## src/rtl/canvas_painter_pkg.sv

```systemverilog
// Shared types and constants for the canvas write-side engine.
//   COLOR_WIDTH / COLOR_* : pixel colour encoding; COLOR_NONE is transparent.
//   canvas_op_t           : command opcode (paint a brush square or clear).
//   painter_state_t       : engine state (idle, painting, clearing).
package canvas_painter_pkg;

  localparam int COLOR_WIDTH = 4;

  localparam logic [COLOR_WIDTH-1:0] COLOR_NONE  = 4'h0;
  localparam logic [COLOR_WIDTH-1:0] COLOR_RED   = 4'h1;
  localparam logic [COLOR_WIDTH-1:0] COLOR_GREEN = 4'h2;
  localparam logic [COLOR_WIDTH-1:0] COLOR_BLUE  = 4'h3;

  typedef enum logic {
    OP_PAINT = 1'b0,
    OP_CLEAR = 1'b1
  } canvas_op_t;

  typedef enum logic [1:0] {
    ST_IDLE,
    ST_PAINT,
    ST_CLEAR
  } painter_state_t;

endpackage

```

## src/rtl/canvas_painter_rect_scanner.sv

```systemverilog
// Raster walker over an inclusive rectangle [x0..x1] x [y0..y1].
//   i_clk, i_rst_n : clock, asynchronous active-low reset
//   i_load         : latch new bounds and jump to (x0,y0)
//   i_step         : advance one pixel in raster order
//   i_x0/i_x1      : column bounds; i_y0/i_y1 : row bounds
//   o_x/o_y        : current pixel (registered)
//   o_last         : current pixel is (x1,y1)
module rect_scanner #(
  parameter int XW = 3,
  parameter int YW = 3
) (
  input  logic          i_clk,
  input  logic          i_rst_n,
  input  logic          i_load,
  input  logic          i_step,
  input  logic [XW-1:0] i_x0,
  input  logic [XW-1:0] i_x1,
  input  logic [YW-1:0] i_y0,
  input  logic [YW-1:0] i_y1,
  output logic [XW-1:0] o_x,
  output logic [YW-1:0] o_y,
  output logic          o_last
);

  logic [XW-1:0] r_x0;
  logic [XW-1:0] r_x1;
  logic [YW-1:0] r_y1;
  logic [XW-1:0] r_x;
  logic [YW-1:0] r_y;

  always_ff @(posedge i_clk or negedge i_rst_n) begin
    if (!i_rst_n) begin
      r_x0 <= '0;
      r_x1 <= '0;
      r_y1 <= '0;
      r_x  <= '0;
      r_y  <= '0;
    end else if (i_load) begin
      r_x0 <= i_x0;
      r_x1 <= i_x1;
      r_y1 <= i_y1;
      r_x  <= i_x0;
      r_y  <= i_y0;
    end else if (i_step) begin
      if (r_x == r_x1) begin
        r_x <= r_x0;
        r_y <= r_y + 1'b1;
      end else begin
        r_x <= r_x + 1'b1;
      end
    end
  end

  assign o_x    = r_x;
  assign o_y    = r_y;
  assign o_last = (r_x == r_x1) && (r_y == r_y1);

endmodule

```

## src/rtl/canvas_painter.sv

```systemverilog
// Write-side engine for one canvas layer: paints clipped square brushes and
// clears the whole layer through a single-pixel write port with backpressure.
//   clk, reset                : clock, asynchronous active-low reset
//   cmd_valid/cmd_ready       : command handshake (ready only when idle)
//   cmd_op/x/y/size/color     : command fields (x/y/color unused for clear)
//   wr_en/wr_ready            : pixel write handshake
//   wr_x/wr_y/wr_color        : registered write address and data
//   busy                      : painting or clearing in progress
module canvas_painter
  import canvas_painter_pkg::*;
#(
  parameter int WIDTH  = 640,
  parameter int HEIGHT = 480,
  parameter int SIZE_W = 4
) (
  input  logic                       clk,
  input  logic                       reset,
  input  logic                       cmd_valid,
  output logic                       cmd_ready,
  input  canvas_op_t                 cmd_op,
  input  logic [$clog2(WIDTH)-1:0]   cmd_x,
  input  logic [$clog2(HEIGHT)-1:0]  cmd_y,
  input  logic [SIZE_W-1:0]          cmd_size,
  input  logic [COLOR_WIDTH-1:0]     cmd_color,
  output logic                       wr_en,
  input  logic                       wr_ready,
  output logic [$clog2(WIDTH)-1:0]   wr_x,
  output logic [$clog2(HEIGHT)-1:0]  wr_y,
  output logic [COLOR_WIDTH-1:0]     wr_color,
  output logic                       busy
);

  localparam int XW  = $clog2(WIDTH);
  localparam int YW  = $clog2(HEIGHT);
  // Signed working width: room for centre + size plus a sign bit.
  localparam int XCW = ((XW > SIZE_W) ? XW : SIZE_W) + 2;
  localparam int YCW = ((YW > SIZE_W) ? YW : SIZE_W) + 2;

  painter_state_t         r_state;
  painter_state_t         w_nxt_state;
  logic                   r_wr_en;
  logic                   w_nxt_wr_en;
  logic [COLOR_WIDTH-1:0] r_color;
  logic [COLOR_WIDTH-1:0] w_nxt_color;

  logic signed [XCW-1:0]  w_xlo, w_xhi;
  logic signed [YCW-1:0]  w_ylo, w_yhi;
  logic [XW-1:0]          w_px0, w_px1;
  logic [YW-1:0]          w_py0, w_py1;

  logic                   w_load, w_step, w_last;
  logic [XW-1:0]          w_ld_x0, w_ld_x1;
  logic [YW-1:0]          w_ld_y0, w_ld_y1;

  // Brush rectangle clipped to the canvas.
  always_comb begin
    w_xlo = $signed(XCW'(cmd_x)) - $signed(XCW'(cmd_size));
    w_xhi = $signed(XCW'(cmd_x)) + $signed(XCW'(cmd_size));
    w_ylo = $signed(YCW'(cmd_y)) - $signed(YCW'(cmd_size));
    w_yhi = $signed(YCW'(cmd_y)) + $signed(YCW'(cmd_size));
    w_px0 = w_xlo[XCW-1] ? '0 : w_xlo[XW-1:0];
    w_py0 = w_ylo[YCW-1] ? '0 : w_ylo[YW-1:0];
    w_px1 = (w_xhi > $signed(XCW'(WIDTH - 1)))  ? XW'(WIDTH - 1)  : w_xhi[XW-1:0];
    w_py1 = (w_yhi > $signed(YCW'(HEIGHT - 1))) ? YW'(HEIGHT - 1) : w_yhi[YW-1:0];
  end

  always_ff @(posedge clk or negedge reset) begin
    if (!reset) begin
      r_state <= ST_IDLE;
      r_wr_en <= 1'b0;
      r_color <= COLOR_NONE;
    end else begin
      r_state <= w_nxt_state;
      r_wr_en <= w_nxt_wr_en;
      r_color <= w_nxt_color;
    end
  end

  always_comb begin
    w_nxt_state = r_state;
    w_nxt_wr_en = r_wr_en;
    w_nxt_color = r_color;
    w_load      = 1'b0;
    w_step      = 1'b0;
    w_ld_x0     = '0;
    w_ld_x1     = XW'(WIDTH - 1);
    w_ld_y0     = '0;
    w_ld_y1     = YW'(HEIGHT - 1);
    case (r_state)
      ST_IDLE: begin
        if (cmd_valid) begin
          w_load      = 1'b1;
          w_nxt_wr_en = 1'b1;
          if (cmd_op == OP_PAINT) begin
            w_ld_x0     = w_px0;
            w_ld_x1     = w_px1;
            w_ld_y0     = w_py0;
            w_ld_y1     = w_py1;
            w_nxt_color = cmd_color;
            w_nxt_state = ST_PAINT;
          end else begin
            w_nxt_color = COLOR_NONE;
            w_nxt_state = ST_CLEAR;
          end
        end
      end
      ST_PAINT, ST_CLEAR: begin
        if (r_wr_en && wr_ready) begin
          if (w_last) begin
            w_nxt_wr_en = 1'b0;
            w_nxt_state = ST_IDLE;
          end else begin
            w_step = 1'b1;
          end
        end
      end
      default: begin
        w_nxt_wr_en = 1'b0;
        w_nxt_state = ST_IDLE;
      end
    endcase
  end

  // Scanner registers drive the write address directly, so wr_x/wr_y are
  // registered and stay put while the frame buffer stalls.
  rect_scanner #(
    .XW(XW),
    .YW(YW)
  ) u_scan (
    .i_clk  (clk),
    .i_rst_n(reset),
    .i_load (w_load),
    .i_step (w_step),
    .i_x0   (w_ld_x0),
    .i_x1   (w_ld_x1),
    .i_y0   (w_ld_y0),
    .i_y1   (w_ld_y1),
    .o_x    (wr_x),
    .o_y    (wr_y),
    .o_last (w_last)
  );

  assign wr_en     = r_wr_en;
  assign wr_color  = r_color;
  assign cmd_ready = (r_state == ST_IDLE);
  assign busy      = (r_state != ST_IDLE);

endmodule

```

## config.mk

```make
export PLATFORM = sky130hd
export DESIGN_NAME = canvas_painter
export DESIGN_NICKNAME = d
export VERILOG_FILES = /design/src/rtl/canvas_painter_pkg.sv /design/src/rtl/canvas_painter_rect_scanner.sv /design/src/rtl/canvas_painter.sv
export SDC_FILE = /design/constraint.sdc
export NUM_CORES = 1
export LEC_CHECK = 0
export BUFFER_PORTS_ARGS = -buffer_cell sky130_fd_sc_hd__clkbuf_2
export CORE_UTILIZATION = 50
export CTS_CLUSTER_DIAMETER = 200
export CTS_CLUSTER_SIZE = 20
export DETAILED_ROUTE_END_ITERATION = 16
export GPL_TIMING_DRIVEN = 0
export PLACE_DENSITY = 0.67
export SLEW_MARGIN = 15
export SYNTH_ARGS = -nofsm -noshare
export SYNTH_HDL_FRONTEND = slang
export SYNTH_SLANG_ARGS = --single-unit
```

## constraint.sdc

```tcl
create_clock -name clk -period 4.71 [get_ports clk]
set_clock_uncertainty 0.05 [all_clocks]
set_input_delay 0 -clock clk [delete_from_list [all_inputs] [get_ports clk]]
set_output_delay 0 -clock clk [all_outputs]
set_load 0.02 [all_outputs]
```

## Word level (Yosys, flattened, before mapping)

Index checks and enable logic that the tools add are counted.

| word-level totals | value |
|---|---|
| logic and storage cells | 70 |
| memory bits (read-only) | 0 |
| register bits | 55 |
| latch bits | 0 |
| bits in writable memories | 0 |
| memories | 0 |
| output and inout bits | 26 |

| cells by class | value |
|---|---|
| multiply operators | 0 |
| eq/ne operators | 7 |
| add/subtract/negate cells | 6 |
| multiplexer cells | 37 |
| shifts and indexed selects | 0 |
| bitwise gates (word level) | 0 |
| divide/modulo/power cells | 0 |
| reduce and logical (&&, ||, !) cells | 10 |
| order comparisons | 2 |

Operators with widths:

| kind | number |
|---|---|
| $mux W10 | 11 |
| $mux W9 | 11 |
| $add A10 B4 Y11 | 1 |
| $gt A11 B10 Y1 const B | 1 |
| $sub A10 B4 Y11 | 1 |
| $add A10 B1 Y10 const B | 1 |
| $add A9 B4 Y10 | 1 |
| $eq A10 B10 Y1 | 1 |
| $gt A10 B9 Y1 const B | 1 |
| $sub A9 B4 Y10 | 1 |
| $add A9 B1 Y9 const B | 1 |
| $eq A9 B9 Y1 | 1 |
| $mux W1 | 8 |
| $mux W2 | 4 |
| $reduce_bool A2 Y1 | 3 |
| $mux W4 | 1 |
| $ne A2 B2 Y1 const B | 2 |
| $pmux W2 S2 | 1 |
| $reduce_and A2 Y1 | 2 |
| $reduce_and A3 Y1 | 1 |
| $eq A2 B1 Y1 const B | 1 |
| $eq A2 B2 Y1 const B | 1 |
| $logic_and A1 B1 Y1 | 2 |
| $logic_not A2 Y1 | 1 |
| 3 further kinds | 3 |

## Longest topological paths before layout

| logic depth | value |
|---|---|
| depth after elaboration | 7 |
| mapped depth | 11 |
| depth with buffers taken out | 11 |

## Hierarchy

A second synthesis with hierarchy kept.

| unflattened totals | value |
|---|---|
| cell total of the unflattened synthesis | 460 |
| area, all modules | 4,241.6 µm² |

By module, submodules not included:

| module | cells each | seq. area each (µm²) | area each (µm²) | times used |
|---|---|---|---|---|
| rect_scanner | 227 | 1,201.2 | 2,516.2 | 1 |
| canvas_painter | 233 | 175.2 | 1,725.4 | 1 |

## Worst setup path before layout

Ideal clock, no wire load.

| path | value |
|---|---|
| path kind | reg-to-reg |
| start | register r_state[0] |
| end | register u_scan.r_y1[0] |
| clock period less this slack | 2.168 ns |
| buffers on the path | 1 |
| stages on the path, launching flop included | 9 |
| setup time | 0.139 ns |
| data required time | 4.521 ns |
| arrival time | 1.980 ns |
| path slack | 2.542 ns |
| path through | dfrtp_1 -> inv_1 -> ha_1 -> nand2_1 -> nor2_1 -> clkbuf_1 -> o21a_1 -> a21boi_0 -> a21oi_1 |

| between the ends | value |
|---|---|
| word-level cells in the longest chain between the ends | 2 |

RTL lines:

| what | line | RTL |
|---|---|---|
| start: declaration | canvas_painter.sv:39 | `painter_state_t r_state;` |
| start signal: assignment | canvas_painter.sv:73 | `r_state <= w_nxt_state;` |
| $logic_not A2 Y1 * | - |  |
| named net cmd_ready | canvas_painter.sv:19 | `output logic cmd_ready,` |
| $mux W9 or $mux W1 (tied branches) | canvas_painter.sv:89 | `case (r_state)` |
| end signal: assignment | canvas_painter_rect_scanner.sv:41 | `r_y1 <= i_y1;` |
| end: declaration | canvas_painter_rect_scanner.sv:27 | `logic [YW-1:0] r_y1;` |

Mark *: on every way through the listed nets, which the timed path passes. The rest lies on a longest branch.
A chain may end at the register's enable or synchronous reset.

## Worst setup path in the final report

| path | value |
|---|---|
| start | register r_state[0] |
| end | register u_scan.r_y1[4] |

| between the ends | value |
|---|---|
| word-level cells in the longest chain between the ends | 2 |

RTL lines:

| what | line |
|---|---|
| $logic_not A2 Y1 * | canvas_painter.sv:89 |
| $mux W9 or $mux W1 (tied branches) | canvas_painter.sv:89 |

Mark *: on every way between the ends. The rest lies on a longest branch, timed or not.

==> results summary <==
The flow ran to the end, and the final reports show no timing, DRC or antenna violations. 0 antenna diodes ended up in the layout. The worst setup path is launched from a flop.

The slew at the pin closest to its max-slew limit is 741 ps. The clock period could shrink to 2770 ps. Setup repair after global routing left no endpoint under its margin.

The quantity of gates resized following cts is 0. The synthesized design contains 55 register bits. The slowest stage of the critical path is the sky130_fd_sc_hd__clkbuf_1 cell. The post-detailed-route via-to-cell ratio came out at 5.60. The overall die height came out at 90.1 um. The ratio of total power to cell area came out at 492 mW/mm^2.

The final number of hold-violating endpoints came to 0. The relative max-transition margin came out at 0.506. The final antenna-violating net count came out at 0.

The max-slew violation total from the final report came out at 0. TritonCTS built the clock tree. The maximum root-to-sink buffer count came out at 2. CTS built an H-tree with a depth of 2. The clock-pin slew on the worst setup and hold paths is 100 ps. The primary flip-flop cell chosen by synthesis mapping is sky130_fd_sc_hd__dfrtp_1.

The total setup buffers inserted after CTS came out at 0. The detailed-routing iteration count for the pre-antenna-repair pass is 4. The number of synthesized flops with an enable pin is 0. The signal on the critical path passes through inv_1, ha_1, nand2_1, nor2_1, clkbuf_1, o21a_1, a21boi_0, a21oi_1. The area overhead of the layout relative to synthesis is 15.0%. The analysis attributes to cell leakage a power of 2.03 nW. The wire length of the first global-routing pass came out at 16200 um. The maximum number of pins on one net before global-route repair came out at 56. The total clock sinks is 55. At the worst endpoint, the arrival time is 2890 ps. The average detailed-routed wire length per instance came out at 15.4 um. The largest incremental delay on the critical path is 590 ps. The number of standard-cell rows in the floorplan came out at 31.

The number of buffer cells added on primary ports is 51. The final number of setup-violating endpoints came out at 0. Max-cap violations in this run came to 0. Counting every instance in the synthesized netlist gives 454. Based on the critical path, the design can be clocked at up to 361 MHz. In this run the worst path has a maximum fanout of 10. For this block, the initial DRC count from the detailed router was 174. The total die area is 0.00813 sq mm. The final cell count without fillers is 621. The kind of critical path is flop to flop. The worst IR drop on VDD is 0.159 mV.

During synthesis, Yosys emitted a total of 0 warnings. The placed wire-length estimate is 7360 um. The initial antenna violation count was 0. The number of nets produced by synthesis came out at 509. The final period utilization came out at 0.588.

After global routing the overflow that remains totals 0. The instance count after placement with tap cells included is 604. The count of unique library cells instantiated by Yosys came out at 60. The share of layout cells above drive strength 1 is 0.144. The global routing usage summed across all routing layers came out at 0.246. TritonCTS created 5 clock buffers. The final hold slack is 8.82 ps.

The path type of the worst min-delay path is input pin to flop. The routability congestion estimate came out at 0.856. STA classifies the critical path endpoint as a flop. The area of the placeable core came out at 0.00737 sq mm.

The initial standard-cell utilization of the core came out at 0.527. The number of global-route vias before repair is 3331. The total negative slack for setup checks is 0 ps. The die boundary width came out at 90.1 um. In this run the count of I/O pins placed on the die edge is 58. The area of the mapped netlist came out at 0.00388 sq mm.

At the end of the flow, the number of nets in the layout was 576. For this run, the register share of the synthesized area comes to 0.354. The total wire length after detailed routing is 9550 um. The number of vias in the routed layout came out at 3476. The tree is rooted in a sky130_fd_sc_hd__clkbuf_8. For this run, design rule violations remaining after detail routing come to 0. The clock latency on the worst-skew pair came out at 320 ps. For the worst setup path, the data required time is 4830 ps.

The async set-reset flop share out of synthesis is 1.00. A synthesized cell averages 8.56 sq um.
path summary, 6_finish.rpt:
kind / from / to / slack (ps) / cells after the start
min in group asynchronous: reset / u_scan.o_y[7]$_DFFE_PN0P_ / 270 / 2
worst min-delay path: cmd_x[6] / u_scan.r_x1[6]$_DFFE_PN0P_ / 9 / 3
worst min register to register: u_scan.r_x0[6]$_DFFE_PN0P_ / u_scan.r_x0[6]$_DFFE_PN0P_ / 440 / 1
max in group asynchronous: reset / u_scan.o_y[1]$_DFFE_PN0P_ / 3870 / 2
worst max-delay path: r_state[0]$_DFFE_PN0P_ / u_scan.r_y1[4]$_DFFE_PN0P_ / 1940 / 8
worst max register to register: r_state[0]$_DFFE_PN0P_ / u_scan.r_y1[4]$_DFFE_PN0P_ / 1940 / 8
cells in the mapped netlist (4+ instances only):
cell                       count  area [sq um]
sky130_fd_sc_hd__nor2_1       58           218
sky130_fd_sc_hd__dfrtp_1      55          1380
sky130_fd_sc_hd__a21oi_1      50           250
sky130_fd_sc_hd__nand2_1      33           124
sky130_fd_sc_hd__xor2_1       32           280
sky130_fd_sc_hd__o21ai_0      21           105
sky130_fd_sc_hd__clkbuf_1     19          71.3
sky130_fd_sc_hd__ha_1         19           238
sky130_fd_sc_hd__inv_1        19          71.3
sky130_fd_sc_hd__xnor2_1      14           123
sky130_fd_sc_hd__nand3_1      13          65.1
sky130_fd_sc_hd__a22o_1        9          78.8
sky130_fd_sc_hd__nor3_1        9          45.0
sky130_fd_sc_hd__a21o_1        8          60.1
sky130_fd_sc_hd__nand4_1       8          50.1
sky130_fd_sc_hd__and3_1        6          37.5
sky130_fd_sc_hd__nand2b_1      6          37.5
sky130_fd_sc_hd__fa_1          4          80.1
sky130_fd_sc_hd__nor2b_1       4          25.0
sky130_fd_sc_hd__o21a_1        4          30.0
sky130_fd_sc_hd__o21bai_1      4          30.0
flip-flops by register name, indices dropped and copies added (netlist names):
| signal | flops |
|---|---|
| u_scan.r_y1 | 9 |
| r_state | 2 |
| wr_color | 4 |
| wr_en | 1 |
| u_scan.r_x1 | 10 |
| u_scan.o_x | 10 |
| u_scan.o_y | 9 |
| u_scan.r_x0 | 10 |
kinds of logic after synthesis:
group / Yosys count / synth area share
simple gates: 157 / 0.195
compound gates: 123 / 0.201
flops: 55 / 0.354
xor+xnor: 46 / 0.104
buf+inv: 45 / 0.0499
fa+ha+maj: 23 / 0.0818
mux: 5 / 0.0138
critical path: cells and delay by family (launching register included):
kind | cells | cell delay [ps]
AOI/OAI and AO/OA | 3 | 960
DFF | 1 | 380
and+or+nand+nor | 2 | 360
buffers and inverters | 2 | 640
adders and majority gates | 1 | 240
layout by cell type, fill, tap and decap left out, types with 3 or more instances in the layout:
cell type | netlist | routed
sky130_fd_sc_hd__a21oi_1 | 50 | 50
sky130_fd_sc_hd__clkbuf_1 | 19 | 19
sky130_fd_sc_hd__nor4_1 | 3 | 3
sky130_fd_sc_hd__and3_1 | 6 | 6
sky130_fd_sc_hd__nand2b_1 | 6 | 6
sky130_fd_sc_hd__fa_1 | 4 | 4
sky130_fd_sc_hd__nand2_1 | 33 | 33
sky130_fd_sc_hd__clkbuf_8 | 0 | 5
sky130_fd_sc_hd__xnor2_1 | 14 | 14
sky130_fd_sc_hd__a31oi_1 | 3 | 3
sky130_fd_sc_hd__nand3_1 | 13 | 13
sky130_fd_sc_hd__dlygate4sd3_1 | 0 | 9
sky130_fd_sc_hd__dfrtp_1 | 55 | 55
sky130_fd_sc_hd__o21a_1 | 4 | 4
sky130_fd_sc_hd__nand4_1 | 8 | 8
sky130_fd_sc_hd__mux2_2 | 3 | 3
sky130_fd_sc_hd__ha_1 | 19 | 19
sky130_fd_sc_hd__inv_1 | 19 | 19
sky130_fd_sc_hd__nor3_1 | 9 | 9
sky130_fd_sc_hd__or4_1 | 3 | 3
sky130_fd_sc_hd__o21ai_0 | 21 | 21
sky130_fd_sc_hd__a22o_1 | 9 | 9
sky130_fd_sc_hd__nor2_1 | 58 | 58
sky130_fd_sc_hd__o211ai_1 | 3 | 3
sky130_fd_sc_hd__nor2b_1 | 4 | 4
sky130_fd_sc_hd__a21o_1 | 8 | 8
sky130_fd_sc_hd__clkbuf_2 | 0 | 50
sky130_fd_sc_hd__o21bai_1 | 4 | 4
sky130_fd_sc_hd__xor2_1 | 32 | 32
power by group:
| group | total [mW] | internal, mW | switching, mW |
|---|---|---|---|
| clock | 0.316 | 0.159 | 0.158 |
| sequential | 0.892 | 0.669 | 0.223 |
| combinational | 0.993 | 0.415 | 0.578 |
metal layers:
metal	global-route usage	vias up	share of wire
met5	0	-	0
met1	0.368	1672	0.51
met3	0.0296	7	0.035
met2	0.377	83	0.44
met4	0.0632	0	0.011
li1	-	1714	-
repair_timing:
action | 4_1_cts | 5_1_grt
hold endpoints to repair | 63 | 0
endpoints found under the setup margin | 0 | 0
hold buffers | 9 | 0
cell type report:
class                           count  area, sq um
Multi-Input combinational cell    354         2310
Fill cell                         687         2900
Sequential cell                    55         1380
Clock inverter                      3         43.8
Buffer                             25          119
Clock buffer                        5         68.8
Timing Repair Buffer               60          348
Tap cell                           99          124
Inverter                           20         75.1
stage by stage:
stage	instance area, sq um	util	setup slack [ps]	power [mW]
finish	4470	0.606	1940	2.20
CTS	4470	0.606	1910	2.21
floorplan	3880	-	2540	1.57
global placement	4260	0.579	1970	1.86
global route	4470	0.606	1770	2.37
detailed placement	4270	0.579	1960	1.88
(Power assumes the default switching activity.)
